**src/rtl/debug_frame_tx.sv**
```systemverilog
// Debug snapshot transmitter: latches pipeline debug signals plus cycle count, streams them as a byte frame.
// Optional trailing XOR checksum byte enabled by defining DEBUG_FRAME_CSUM_EN.
module debug_frame_tx #(
  parameter logic [7:0] HEADER = 8'hA5
) (
  input  logic        clk,
  input  logic        reset,
  input  logic        snap_req,
  input  logic [31:0] pc_incrementado,
  input  logic [31:0] instruction,
  input  logic [31:0] alu_result,
  input  logic [31:0] mux_wb_data,
  input  logic [4:0]  reg_dest_addr,
  input  logic [8:0]  ctrl,
  input  logic        tx_ready,
  output logic [7:0]  tx_data,
  output logic        tx_valid,
  output logic        busy,
  output logic        frame_done,
  output logic        snap_drop,
  output logic [31:0] cycle_count
);

  // state   | meaning
  // IDLE    | waiting for snap_req, tx_valid low
  // HDR     | presenting HEADER byte
  // PAYLOAD | presenting captured byte idx (0..23), MSB of each word first
  // CSUM    | presenting XOR of the 24 payload bytes (checksum build only)
`ifdef DEBUG_FRAME_CSUM_EN
  typedef enum logic [1:0] {IDLE, HDR, PAYLOAD, CSUM} state_t;
`else
  typedef enum logic [1:0] {IDLE, HDR, PAYLOAD} state_t;
`endif

  state_t            state, state_nxt;
  logic [4:0]        idx;
  logic [5:0][31:0]  words;
  logic [31:0]       cur_word;
  logic [7:0]        pay_byte;
  logic              accept;
  logic              frame_end;
`ifdef DEBUG_FRAME_CSUM_EN
  logic [7:0]        csum;
`endif

  always_comb begin
    cur_word = '0;
    case (idx[4:2])
      3'd0:    cur_word = words[0];
      3'd1:    cur_word = words[1];
      3'd2:    cur_word = words[2];
      3'd3:    cur_word = words[3];
      3'd4:    cur_word = words[4];
      3'd5:    cur_word = words[5];
      default: cur_word = '0;
    endcase
    case (idx[1:0])
      2'd0:    pay_byte = cur_word[31:24];
      2'd1:    pay_byte = cur_word[23:16];
      2'd2:    pay_byte = cur_word[15:8];
      default: pay_byte = cur_word[7:0];
    endcase
  end

  always_comb begin
    state_nxt = state;
    tx_valid  = 1'b0;
    tx_data   = 8'h00;
    case (state)
      IDLE: begin
        if (snap_req) state_nxt = HDR;
      end
      HDR: begin
        tx_valid = 1'b1;
        tx_data  = HEADER;
        if (tx_ready) state_nxt = PAYLOAD;
      end
      PAYLOAD: begin
        tx_valid = 1'b1;
        tx_data  = pay_byte;
`ifdef DEBUG_FRAME_CSUM_EN
        if (tx_ready && idx == 5'd23) state_nxt = CSUM;
`else
        if (tx_ready && idx == 5'd23) state_nxt = IDLE;
`endif
      end
`ifdef DEBUG_FRAME_CSUM_EN
      CSUM: begin
        tx_valid = 1'b1;
        tx_data  = csum;
        if (tx_ready) state_nxt = IDLE;
      end
`endif
      default: state_nxt = IDLE;
    endcase
  end

  assign accept    = tx_valid && tx_ready;
  assign frame_end = accept && (state_nxt == IDLE);
  assign busy      = (state != IDLE);

  always_ff @(posedge clk or negedge reset) begin
    if (!reset) begin
      state       <= IDLE;
      idx         <= '0;
      words       <= '0;
      cycle_count <= '0;
      frame_done  <= 1'b0;
      snap_drop   <= 1'b0;
    end else begin
      state       <= state_nxt;
      cycle_count <= cycle_count + 32'd1;
      frame_done  <= frame_end;
      snap_drop   <= snap_req && (state != IDLE);
      if (state == IDLE) idx <= '0;
      else if (state == PAYLOAD && accept) idx <= idx + 5'd1;
      // Inputs are sampled only here, so a frame is immune to pipeline activity
      if (state == IDLE && snap_req) begin
        words[0] <= cycle_count;
        words[1] <= pc_incrementado;
        words[2] <= instruction;
        words[3] <= alu_result;
        words[4] <= mux_wb_data;
        words[5] <= {reg_dest_addr, 18'b0, ctrl};
      end
    end
  end

`ifdef DEBUG_FRAME_CSUM_EN
  always_ff @(posedge clk or negedge reset) begin
    if (!reset)                      csum <= '0;
    else if (state == IDLE)          csum <= '0;
    else if (state == PAYLOAD && accept) csum <= csum ^ pay_byte;
  end
`endif

endmodule

```
**config.mk**
```make
export PLATFORM = sky130hd
export DESIGN_NAME = debug_frame_tx
export DESIGN_NICKNAME = d
export VERILOG_FILES = /design/src/rtl/debug_frame_tx.sv
export SDC_FILE = /design/constraint.sdc
export NUM_CORES = 1
export LEC_CHECK = 0
export CORE_ASPECT_RATIO = 0.7
export CORE_MARGIN = 3
export CORE_UTILIZATION = 57
export DETAILED_ROUTE_END_ITERATION = 16
export GPL_ROUTABILITY_DRIVEN = 0
export PLACE_DENSITY = 0.9
export SLEW_MARGIN = 10
export SYNTH_ARGS = -nofsm -noshare
export SYNTH_HDL_FRONTEND = slang
export SYNTH_SLANG_ARGS = --single-unit
export TNS_END_PERCENT = 100
```
**constraint.sdc**
```tcl
create_clock -name clk -period 6 [get_ports clk]
set_clock_uncertainty 0.1 [all_clocks]
set_input_delay 0.6 -clock clk [delete_from_list [all_inputs] [get_ports clk]]
set_output_delay 0.6 -clock clk [all_outputs]
set_load 0.03 [all_outputs]
```
==> summary.txt <==
NumNets Final -> 1,089
Clock slew at reported path FFs -> 0.06 ns
Startpoint Class -> register
Post-cts sizing count -> 0
Global route overflow -> 0
Area Growth Syn to Fin -> 26.5%
Post-synth top cells -> dfrtp_1 (215), mux2_2 (192), nand2_1 (37)
Hold Path Class -> input pin to asynchronous set/reset pin
Syn Area/Cell -> 13.2 um^2
Die Y -> 117 um
Vias in the first global route -> 7,213
Seq cells post-synth -> 215
Syn Std Cell Area -> 10,000 um^2
CP Class -> register to output pin
# IOs -> 190
Core outline area -> 16,700 um^2
First-pass GRT wire length -> 40,700 um
Clock Latency Late Sink -> 0.49 ns
H-tree levels -> 1
Final hold vios -> 0
Starting Density -> 59.8%
Die X -> 164 um
Pleak -> 0.00525 uW
Post-synth top area cell -> dfrtp_1
Worst slew pin tran -> 1.14 ns
Post-Route WL -> 26,700 um
Ant diodes -> 0
Pwr per Cell Area -> 385 nW/um^2
Status -> finished, final reports clean
Cell with the most instances after synthesis -> dfrtp_1
# fillers -> 1,008
Yosys cell types -> 59
Post-CTS setup buffers -> 0
R2r endpoint -> words[61]
CTS Buf Count -> 20
WHS -> 0.0735 ns
Mapped Cells -> 760
Dpl hpwl -> 18,900 um
CTS tree -> built
Post-synthesis async set-or-reset flop share -> 100%
Tot GR Track Use -> 27.7%
Critical path fanouts, max -> 43
Max-cap violations -> 0
Fmax achieved -> 221 MHz
CP top delay family -> buffers and inverters
Port-buffer cells -> 189
Share of layout cells above drive strength 1 -> 26.0%
Post-DP Area -> 12,100 um^2
Antenna-violating nets left -> 0
Slew Limit Fails -> 0
Remaining DRCs -> 0
Number of enable flip-flop cells after synthesis -> 0
Finished Cell Area -> 12,700 um^2
FF-to-FF path depth -> 5
Final Instance Count excl. Fillers -> 1,168
Fin crit period -> 4.53 ns
Slowest stage delay, CP -> 0.96 ns
Largest net degree at the start of global routing -> 117
Clock sinks -> 215
Register area share after synthesis -> 53.8%
DR WL/cell -> 22.9 um
Inst Count DP -> 1,136
Crit. End Element -> output pin
FF-to-FF Start -> state[0]
Crit path cell chain -> buf_4, nor2b_1, a221o_1, o211ai_1, a211oi_1, clkdlybuf4s50_1
Unrepaired setup endpoints after global routing -> no
DRT Pass-1 Iters -> 9
Final setup viols -> 0
Buffer and inverter count on the worst path -> 2
Highest-delay cell along the critical path -> nor2b_1
Top cell type's share of synthesized area -> 53.8%
Final worst-path cycle share -> 75.6%
Clock root cell -> clkbuf_16
Initial antenna violation count -> 0
Yosys warns -> 0
Final Core Density -> 75.6%
Multi-input logic area -> 4380 um^2
Row count -> 39
Dominant synthesized flop cell -> dfrtp_1
DR vias -> 7,126
Setup tns final -> 0 ns
Ranking of synthesized cells by area -> dfrtp_1 (54%), mux2_2 (22%), mux2i_1 (2.9%)
DR vias/cell -> 6.10
Post-Synthesis Net Count -> 916
Arrival @ worst endpoint -> 3.83 ns
Die Area -> 19,200 um^2
CTS Buffer Depth -> 3
Worst Path Required -> 5.30 ns
Max_slew headroom -> 23.6%
Reg2reg setup slack -> 3.13 ns
Maximum VDD drop -> 0.272 mV
Hold buffer count at CTS -> 0
DRT iter0 DRCs -> 880
FF/Latch Area -> 5380 um^2
==> routing by layer <==
metal	vias to the layer above	track usage (%)	routed length [um]
met5	-	0	0
met3	76	6.26	2620
met1	3566	39.6	11100
met4	0	4.90	611
li1	3103	-	-
met2	381	44.6	12300
==> state kept, by name, summed over array words and instances (netlist names) <==
signal and count:
words 174, cycle_count 32, idx 5, state 2, frame_done 1, snap_drop 1
==> cells by family after synthesis <==
kind of cell / count (synthesis) / share of synthesized area (%)
muxes: 231 / 26.5
DFF: 215 / 53.8
and+or+nand+nor: 122 / 6.69
AOI/OAI and AO/OA: 92 / 6.24
buffers and inverters: 56 / 2.54
xor gates and xnor gates: 34 / 2.98
adders and majority gates: 10 / 1.25
==> worst max path at each step <==
stage,startpoint,cells past startpoint,slack [ns],to
floorplan,idx[3],7,3.17,tx_data[6]
global placement,idx[2],7,2.07,tx_data[3]
detailed placement,idx[2],7,2.04,tx_data[3]
CTS,idx[2],7,1.52,tx_data[3]
global route,idx[2],7,1.29,tx_data[3]
finish,idx[4],6,1.47,tx_data[3]
==> layout by cell type (no fill, tap or decap), types with 3 or more instances in the layout <==
master	count
xor2_1	13
clkbuf_16	20
nand3_1	16
mux2i_1	29
mux2_2	192
nand2_1	36
o211ai_1	3
nor2b_1	10
o21ai_1	4
inv_1	12
a31oi_1	10
and2_1	4
clkbuf_8	6
mux4_2	8
ha_1	10
dfrtp_1	213
buf_4	3
o22ai_1	3
a21oi_1	11
a22o_1	3
o21ai_0	21
nand4_1	9
xnor2_1	21
nor2_1	19
and3_1	8
clkbuf_1	6
clkdlybuf4s50_1	188
a311oi_1	3
a22oi_1	11
a211oi_1	4
==> metrics by stage <==
stage | power, uW | worst slack, ns
after global routing | 5070 | 1.29
after global placement | 3560 | 2.07
after floorplan | 3140 | 3.17
after detailed placement | 3640 | 2.04
final | 4880 | 1.47
after CTS | 4860 | 1.52
==> final cells by class <==
cell class	instances	area share (%)
Clock buffer	31	4.68
Inverter	13	0.385
Timing Repair Buffer	194	15.5
Sequential cell	215	42.5
Multi-Input combinational cell	489	34.6
Tap cell	225	2.22
Clock inverter	1	0.128
==> power breakdown <==
part	internal (uW)	switching, uW	leakage (uW)	total (uW)
combinational	772	582	0.00230	1350
clock	676	530	0.000296	1210
sequential	1970	342	0.00265	2320
No activity file was read; power rests on OpenSTA's default activity.
